<file path="src/rtl/dscope_sync_pkg.sv">
// Shared types, default widths and helpers for the channelised sync strobe generator.
package dscope_sync_pkg;

  localparam int unsigned CHANNELS_DEF = 3;
  localparam int unsigned DIV_W_DEF    = 8;
  localparam int unsigned DLY_W_DEF    = 16;

  typedef enum logic {
    ST_IDLE  = 1'b0,
    ST_ARMED = 1'b1
  } chan_state_e;

  // A divide ratio of zero is treated as one so a channel never stops ticking.
  function automatic int unsigned div_eff(input int unsigned n);
    return (n == 32'd0) ? 32'd1 : n;
  endfunction

endpackage

</file>
<file path="src/rtl/sync_strobe_chan.sv">
// One output channel: CE phase counter, delay counter and the armed/idle FSM.
//   state    | meaning
//   ST_IDLE  | no sync pending, waiting for an accepted edge
//   ST_ARMED | counting CE ticks down to the CE-aligned sync strobe
module sync_strobe_chan
  import dscope_sync_pkg::*;
#(
  parameter int unsigned DIV_W = DIV_W_DEF,
  parameter int unsigned DLY_W = DLY_W_DEF,
  parameter bit          ALIGN = 1'b1
) (
  input  logic             clk_i,
  input  logic             rst_i,
  input  logic             edge_i,
  input  logic             retrig_en_i,
  input  logic [DIV_W-1:0] div_i,
  input  logic [DLY_W-1:0] dly_i,
  output logic             ce_o,
  output logic             sync_o,
  output logic             armed_o,
  output logic             busy_nxt_o
);

  localparam logic [DIV_W-1:0] DIV_ONE = DIV_W'(1);
  localparam logic [DLY_W-1:0] DLY_ONE = DLY_W'(1);

  logic [DIV_W-1:0] phase_q, phase_d;
  logic [DIV_W-1:0] neff;
  logic             ce_q, ce_d;
  logic             sync_q, sync_d;
  chan_state_e      state_q, state_d;
  logic [DLY_W-1:0] cnt_q, cnt_d;
  logic [DLY_W-1:0] cnt_src;
  logic             arm_now;

  // ce_d is the CE that becomes visible next cycle; the FSM decides on it so
  // the registered o_sync lands in the same cycle as its o_ce.
  always_comb begin
    neff    = DIV_W'(div_eff(32'(div_i)));
    phase_d = phase_q + DIV_ONE;
    ce_d    = 1'b0;
    if (ALIGN && edge_i) begin
      phase_d = '0;
      ce_d    = 1'b1;
    end else if (phase_q >= neff - DIV_ONE) begin
      phase_d = '0;
      ce_d    = 1'b1;
    end
  end

  always_comb begin
    state_d = state_q;
    cnt_d   = cnt_q;
    sync_d  = 1'b0;
    arm_now = 1'b0;
    unique case (state_q)
      ST_IDLE:  arm_now = edge_i;
      ST_ARMED: arm_now = edge_i && retrig_en_i;
      default:  arm_now = 1'b0;
    endcase
    cnt_src = arm_now ? dly_i : cnt_q;
    if (arm_now || state_q == ST_ARMED) begin
      state_d = ST_ARMED;
      cnt_d   = cnt_src;
      if (ce_d) begin
        if (cnt_src == '0) begin
          state_d = ST_IDLE;
          sync_d  = 1'b1;
        end else begin
          cnt_d = cnt_src - DLY_ONE;
        end
      end
    end
  end

  always_ff @(posedge clk_i) begin
    if (rst_i) begin
      phase_q <= '0;
      ce_q    <= 1'b0;
      sync_q  <= 1'b0;
      state_q <= ST_IDLE;
      cnt_q   <= '0;
    end else begin
      phase_q <= phase_d;
      ce_q    <= ce_d;
      sync_q  <= sync_d;
      state_q <= state_d;
      cnt_q   <= cnt_d;
    end
  end

  assign ce_o       = ce_q;
  assign sync_o     = sync_q;
  assign armed_o    = (state_q == ST_ARMED);
  assign busy_nxt_o = (state_d == ST_ARMED) || sync_d;

endmodule

</file>
<file path="src/rtl/sync_strobe_gen.sv">
// Multi-channel sync strobe generator: detects sync request edges and fans
// them out as CE-aligned, per-channel delayed sync strobes.
module sync_strobe_gen
  import dscope_sync_pkg::*;
#(
  parameter int unsigned CHANNELS = CHANNELS_DEF,
  parameter int unsigned DIV_W    = DIV_W_DEF,
  parameter int unsigned DLY_W    = DLY_W_DEF,
  parameter int unsigned ALIGN    = 1
) (
  input  logic                      sys_clk,
  input  logic                      rst,
  input  logic                      i_sync,
  input  logic                      i_retrig_en,
  input  logic [CHANNELS*DIV_W-1:0] i_div,
  input  logic [CHANNELS*DLY_W-1:0] i_dly,
  output logic [CHANNELS-1:0]       o_ce,
  output logic [CHANNELS-1:0]       o_sync,
  output logic                      o_sys_sync,
  output logic                      o_busy,
  output logic                      o_overrun
);

  logic                prev_q;
  logic                sys_sync_q;
  logic                busy_q, busy_d;
  logic                overrun_q, overrun_d;
  logic                edge_det;
  logic [CHANNELS-1:0] armed;
  logic [CHANNELS-1:0] busy_nxt;

  assign edge_det = i_sync & ~prev_q;

  for (genvar g = 0; g < CHANNELS; g++) begin : g_chan
    sync_strobe_chan #(
      .DIV_W (DIV_W),
      .DLY_W (DLY_W),
      .ALIGN (ALIGN != 0)
    ) u_chan (
      .clk_i       (sys_clk),
      .rst_i       (rst),
      .edge_i      (edge_det),
      .retrig_en_i (i_retrig_en),
      .div_i       (i_div[g*DIV_W +: DIV_W]),
      .dly_i       (i_dly[g*DLY_W +: DLY_W]),
      .ce_o        (o_ce[g]),
      .sync_o      (o_sync[g]),
      .armed_o     (armed[g]),
      .busy_nxt_o  (busy_nxt[g])
    );
  end

  always_comb begin
    overrun_d = overrun_q | (edge_det & ~i_retrig_en & (|armed));
    busy_d    = |busy_nxt;
  end

  // prev_q resets high so a request already asserted at reset release is not an edge.
  always_ff @(posedge sys_clk) begin
    if (rst) begin
      prev_q     <= 1'b1;
      sys_sync_q <= 1'b0;
      busy_q     <= 1'b0;
      overrun_q  <= 1'b0;
    end else begin
      prev_q     <= i_sync;
      sys_sync_q <= edge_det;
      busy_q     <= busy_d;
      overrun_q  <= overrun_d;
    end
  end

  assign o_sys_sync = sys_sync_q;
  assign o_busy     = busy_q;
  assign o_overrun  = overrun_q;

endmodule

</file>
<file path="config.mk">
export PLATFORM = sky130hd
export DESIGN_NAME = sync_strobe_gen
export DESIGN_NICKNAME = d
export VERILOG_FILES = /design/src/rtl/dscope_sync_pkg.sv /design/src/rtl/sync_strobe_chan.sv /design/src/rtl/sync_strobe_gen.sv
export SDC_FILE = /design/constraint.sdc
export NUM_CORES = 1
export LEC_CHECK = 0
export BUFFER_PORTS_ARGS = -buffer_cell sky130_fd_sc_hd__buf_2
export CAP_MARGIN = 30
export CORE_AREA = 3 3 115 117
export DETAILED_ROUTE_END_ITERATION = 6
export DIE_AREA = 0 0 118 120
export PLACE_DENSITY = 0.73
export SLEW_MARGIN = 20
export SYNTH_ARGS = -nofsm -noshare
export SYNTH_HDL_FRONTEND = slang
export SYNTH_SLANG_ARGS = --single-unit
</file>
<file path="constraint.sdc">
create_clock -name sys_clk -period 3.91 [get_ports sys_clk]
set_input_delay 0.1955 -clock sys_clk [delete_from_list [all_inputs] [get_ports sys_clk]]
set_output_delay 0.1955 -clock sys_clk [all_outputs]
set_load 0.02 [all_outputs]
</file>
# == Yosys cells after proc, flatten, opt, wreduce, memory -nomap -nowiden ==
# Cells that the tools add are included.
# totals
ff_bits,85
in_bits,76
out_inout_bits,9
word_cells,97
# op_classes
n_addsub,9
magnitude_cmp,3
n_mux,39
bitwise_logic,9
reduce_logical,18
# ops
cell,n
16-bit 2-to-1 mux,9
16-bit zero test,3
16-bit by 1-bit subtractor with 16-bit output (second input constant),3
8-bit by 1-bit adder with 8-bit output (second input constant),3
8-bit greater-or-equal comparator,3
8-bit zero test,3
1-bit 2-to-1 mux,24
8-bit 2-to-1 mux,3
8-bit by 1-bit subtractor with 8-bit output (second input constant),3
3-bit OR reduction,5
1-bit logical OR,6
1-bit one-hot mux with 2 select lines,3
1-bit inverter,5
1-bit AND,3
1-bit logical AND,1
1-bit bitwise OR,1

# == Longest topological paths before layout ==
# depth
word_depth,11
depth_mapped,17
mapped_depth_nobuf,16

# == Hierarchy ==
# A second synthesis with hierarchy kept.
# unflattened
hier_cells,823
hier_area_um2,6466.2
# by_module_without_submodules
module,n_inst,cells_per_inst,area_per_inst_um2,seq_area_each_um2
sync_strobe_chan at g_chan[1].u_chan ...,2,270,2088.3,540.5
sync_strobe_chan at g_chan[0].u_chan,1,270,2158.3,540.5
sync_strobe_gen,1,13,131.4,80.1

# == Worst setup path after synthesis ==
# OpenSTA, ideal clock, no wires.
# synth_timing
kind,input port to flip-flop
startpoint,input port i_div[11]
endpoint,register g_chan[1].u_chan.cnt_q[3]
setup_ns,0.132
t_arrival_ns,3.565
required_ns,3.778
setup_slack_ns,0.212
path_stages,15
path_buffers,0
path_cell_list,or4_1 or3_1 nor2_1 nor2_1 ha_1 inv_1 or3_1 xor2_1 ha_1 nand2_1 o41ai_2 o21ai_1 or3b_2 a32oi_1 a31oi_1
# synth_via
elab_chain_len,7
# synth_lines
item,line_no,text
"start, declared",sync_strobe_gen.sv:15,"input logic [CHANNELS*DIV_W-1:0] i_div,"
8-bit zero test,dscope_sync_pkg.sv:15,return (n == 32'd0) ? 32'd1 : n;
8-bit 2-to-1 mux (*),dscope_sync_pkg.sv:15,
8-bit by 1-bit subtractor with 8-bit output (*),sync_strobe_chan.sv:45,end else if (phase_q >= neff - DIV_ONE) begin
8-bit greater-or-equal comparator (*),sync_strobe_chan.sv:45,
1-bit 2-to-1 mux (*),sync_strobe_chan.sv:45,
1-bit 2-to-1 mux (*),sync_strobe_chan.sv:42,if (ALIGN && edge_i) begin
16-bit 2-to-1 mux (*),sync_strobe_chan.sv:65,if (ce_d) begin
"end signal, assigned",sync_strobe_chan.sv:88,cnt_q <= cnt_d;
"end, declared",sync_strobe_chan.sv:32,"logic [DLY_W-1:0] cnt_q, cnt_d;"
# Mark *: on every way between the ends. The rest lies on a longest branch, timed or not.
# A chain may end at the register's enable or synchronous reset.

# == Final worst setup path ==
# layout_timing
startpoint,input port i_div[19]
endpoint,register g_chan[2].u_chan.cnt_q[1]
# layout_via
elab_chain_len,7
# layout_lines
item,line_no
8-bit zero test,dscope_sync_pkg.sv:15
8-bit 2-to-1 mux (*),dscope_sync_pkg.sv:15
8-bit by 1-bit subtractor with 8-bit output (*),sync_strobe_chan.sv:45
8-bit greater-or-equal comparator (*),sync_strobe_chan.sv:45
1-bit 2-to-1 mux (*),sync_strobe_chan.sv:45
1-bit 2-to-1 mux (*),sync_strobe_chan.sv:42
16-bit 2-to-1 mux (*),sync_strobe_chan.sv:65
"end signal, assigned",sync_strobe_chan.sv:88
"end, declared",sync_strobe_chan.sv:32
# Marked as above.

==> results by group <==
Run status
  • Outcome: finished, final reports clean

Clock network
  • Post-cts resize count: 0
  • Clock Pin Slew Worst Setup and Hold Paths: roughly 60 ps
  • Post-CTS Hold Buffers: 0
  • Clock Path Buffers: 2
  • Number of setup buffers added after CTS: 0
  • Worst-skew pair later-pin latency: 350 ps
  • CTS Buf Count: 9
  • TritonCTS clock tree: built
  • Root Driver: clkbuf_16
  • Clk sink count: 85
  • # H-tree levels: 3

Floorplan
  • # rows: 41
  • Core Footprint: ~12000 um2
  • Die Width: approximately 120 um
  • Die ar.: between 10000 and 15000 um2
  • Initial Util: approximately 52%
  • I/O pin count: 85
  • Die height: approximately 120 um

Worst setup path
  • Critical Path Fanout Max: 8
  • FF-to-FF path depth: 10
  • Delay-heaviest family, CP: simple AND/OR/NAND/NOR gates
  • Worst Setup End Kind: flop
  • Worst Path Buf+Inv: 4
  • CP max-delay cell: or4_1
  • CP startpoint kind: primary input
  • Slowest Stage Delay on Critical Path: ~530 ps
  • Crit path kind: in -> reg
  • Critical Path, Cell by Cell: buf_2, or4_1, or3_1, nor2_1, nor2_1, ha_1, inv_1, nor2_1, xnor2_1, ha_1, nand2_1, o211ai_1, a41oi_1, buf_4, a21oi_1, buf_4, mux2i_1, nand2_1, a21oi_1
  • WP data required: 4170 ps
  • Most used cell, CP: nor2_1
  • CP arrival: 3700 ps
  • R2r setup slk: roughly 660 ps
  • FF-to-FF End: g_chan[0].u_chan.cnt_q[4]

Power
  • Worst-case vdd ir drop: approximately 0.21 mV
  • Pwr dens: ~340 nW/um2
  • Tot Pwr: ~2.5 mW
  • Pleak: between 2 and 3 nW

Yosys
  • Number of synthesized flops with an enable pin: 0
  • Mean Syn Cell Area: just under 8 um2
  • Top cells by area, synth: dfxtp_1, ha_1, nand2_1
  • Main synth FF type: dfxtp_1
  • Post-Synthesis Cells: ~840
  • Post-synth ARST share: 0%
  • Netlist cell types: between 70 and 80
  • Mapped cell area: around 6500 um2
  • Yosys warnings: 0
  • Net Count, Synth: ~960
  • Leading area contributor after synthesis: dfxtp_1
  • Number of synthesized register bits: 85
  • Sequential area share after synthesis: approximately a quarter
  • Post-synth top area share: a little over a quarter

Cells and area
  • Antenna Cells: 0
  • Final instance area: ~7300 um2
  • Share of layout cells above drive strength 1: 17.6%
  • Area Overhead vs Synth: 12.8%
  • Most frequent cells in the layout: nand2_1, dfxtp_1, buf_2
  • Final nets: approximately 1000
  • Fillcell total: ~1200
  • Footprint of the multi-input gates: roughly 4500 um2
  • Register area: around 1700 um2
  • Most common cell after layout, fill and taps aside: nand2_1
  • Non-Filler Instances: ~1100

Placement
  • Dpl cells: 1069
  • Post-DP HPWL: roughly 12000 um
  • Gpl congestion: just under 0.9
  • Port Buf Inserts: 84
  • Place WS: -93.5 ps
  • Post-DP Area: around 7000 um2

Worst hold path
  • Hold Crit Start: i_sync
  • WHS Endpoint: prev_q
  • Hold crit path type: in -> reg
  • Hold path depth: 2

Route
  • DRC Markers: 0
  • Routed Antenna Nets: 0
  • Final WL: approximately 16000 um
  • DR vias: 6401
  • Routed length per instance: between 15 and 20 um
  • TritonRoute pass-1 iters: 5
  • DR iter-0 viols: roughly 420
  • Via density per instance: between 5 and 6

GRT
  • Vias in the first global route: 5975
  • Initial antenna violation count: 1
  • Gr usage total: 23.2%
  • Largest net degree at the start of global routing: 48
  • GRT Residual Overflow: 0
  • First-pass GRT wire length: roughly 28000 um

Timing
  • Final TNS setup: 0 ps
  • Slew Viols, Final: 0
  • Tmin final: 3430 ps
  • Slew margin rel.: a little under two fifths
  • # setup viols final: 0
  • Slack of the critical path: about 480 ps
  • RSZ-0062 raised after global routing: no
  • Clk_skew: 11.8 ps
  • Max Freq: about 0.29 GHz
  • Ratio of final minimum period to clock period: between 80 and 90%
  • Endpoints failing hold: 0
  • Worst Max-Slew Pin Slew: between 900 and 1000 ps

Run
  • # Max-Cap Violations: 0
layout make-up:
type,count,share of cell area (%)
multi-input cells,693,61.5
clock inverters,6,0.666
repair buffers,104,7.83
flip-flops and latches,85,23.2
inverters,15,0.768
clock buffers,10,3.12
well taps,172,2.94
metal layers:
layer	vias up	routed length (um)	global-route usage, %
met5	-	8	0
met1	2951	7610	30.4
met2	167	7570	38.4
met4	2	305	9.67
li1	3257	-	-
met3	24	803	3.11
report_power, final:
| part | internal [mW] | total, mW | switching [mW] |
|---|---|---|---|
| logic | 0.293 | 0.692 | 0.399 |
| clock network | 0.435 | 0.813 | 0.378 |
| registers | 0.923 | 0.988 | 0.0655 |
cells in the mapped netlist, types with 3 or more instances:
cell       count
nand2_1      103
dfxtp_1       85
nor2_1        84
a21oi_1       57
ha_1          36
o21ai_0       32
clkbuf_1      30
or3_1         30
nand3_1       29
a31oi_1       25
nor3_1        23
mux2i_1       21
xnor2_1       20
o211ai_1      19
xor2_1        17
a211oi_1      16
inv_1         15
and3_1        14
mux2_2        12
nand2b_1      12
nor4_1        11
buf_2          9
nand4_1        9
o31ai_1        9
buf_4          8
or4_1          7
a32oi_1        6
or2_2          6
a21o_1         5
o2111ai_1      5
a2bb2oi_1      4
a41oi_1        4
and2_1         4
mux2_1         4
nor2b_1        4
o21ai_1        4
a211o_1        3
a22oi_1        3
nand3b_1       3
o211ai_2       3
o21a_1         3
worst max path at each step:
stage	start	endpoint	slack, ps	cells after the start
2_1_floorplan	i_div[11]	g_chan[1].u_chan.cnt_q[3]	210	15
3_3_place_gp	i_div[3]	g_chan[0].u_chan.cnt_q[4]	-20	17
3_5_place_dp	i_div[3]	g_chan[0].u_chan.cnt_q[4]	-90	17
4_1_cts	i_div[3]	g_chan[0].u_chan.cnt_q[4]	250	17
5_1_grt	i_div[11]	g_chan[1].u_chan.cnt_q[13]	180	17
6_report	i_div[19]	g_chan[2].u_chan.cnt_q[1]	480	19
state kept, by name, indices dropped and copies added (netlist names), named ones only:
register,count
o_sys_sync,1
g_chan.u_chan.ce_o,3
g_chan.u_chan.phase_q,24
o_busy,1
prev_q,1
o_overrun,1
g_chan.u_chan.cnt_q,48
g_chan.u_chan.sync_o,3
logic make-up (layout without fill, tap and decap cells):
kind of cell,after synthesis,after routing,share of synthesized area [%]
xor gates and xnor gates,37,37,4.99
and+or+nand+nor,360,360,27.6
buffers and inverters,66,135,4.58
adders and majority gates,36,36,6.93
DFF,85,85,26.2
muxes,37,37,6.01
AOI/OAI and AO/OA,223,223,23.7
metrics by stage:
| stage | hold WS [ps] | utilization, % |
|---|---|---|
| final | 69.7 | 58.8 |
| after global routing | 70.5 | 58.8 |
| after CTS | 54.8 | 58.8 |
| after detailed placement | 416 | 56.5 |
| after global placement | 414 | 56.5 |
| after floorplan | 302 | - |
worst reg2reg max path, delay by kind of cell, from the launching register on:
family | cells | cell delay [ps]
AND/OR/NAND/NOR | 4 | 1080
AO/OA/AOI/OAI | 3 | 830
multiplexers | 2 | 680
flip-flops | 1 | 340
adder cells (fa/ha/maj) | 1 | 230
No activity file was read; power rests on OpenSTA's default activity.
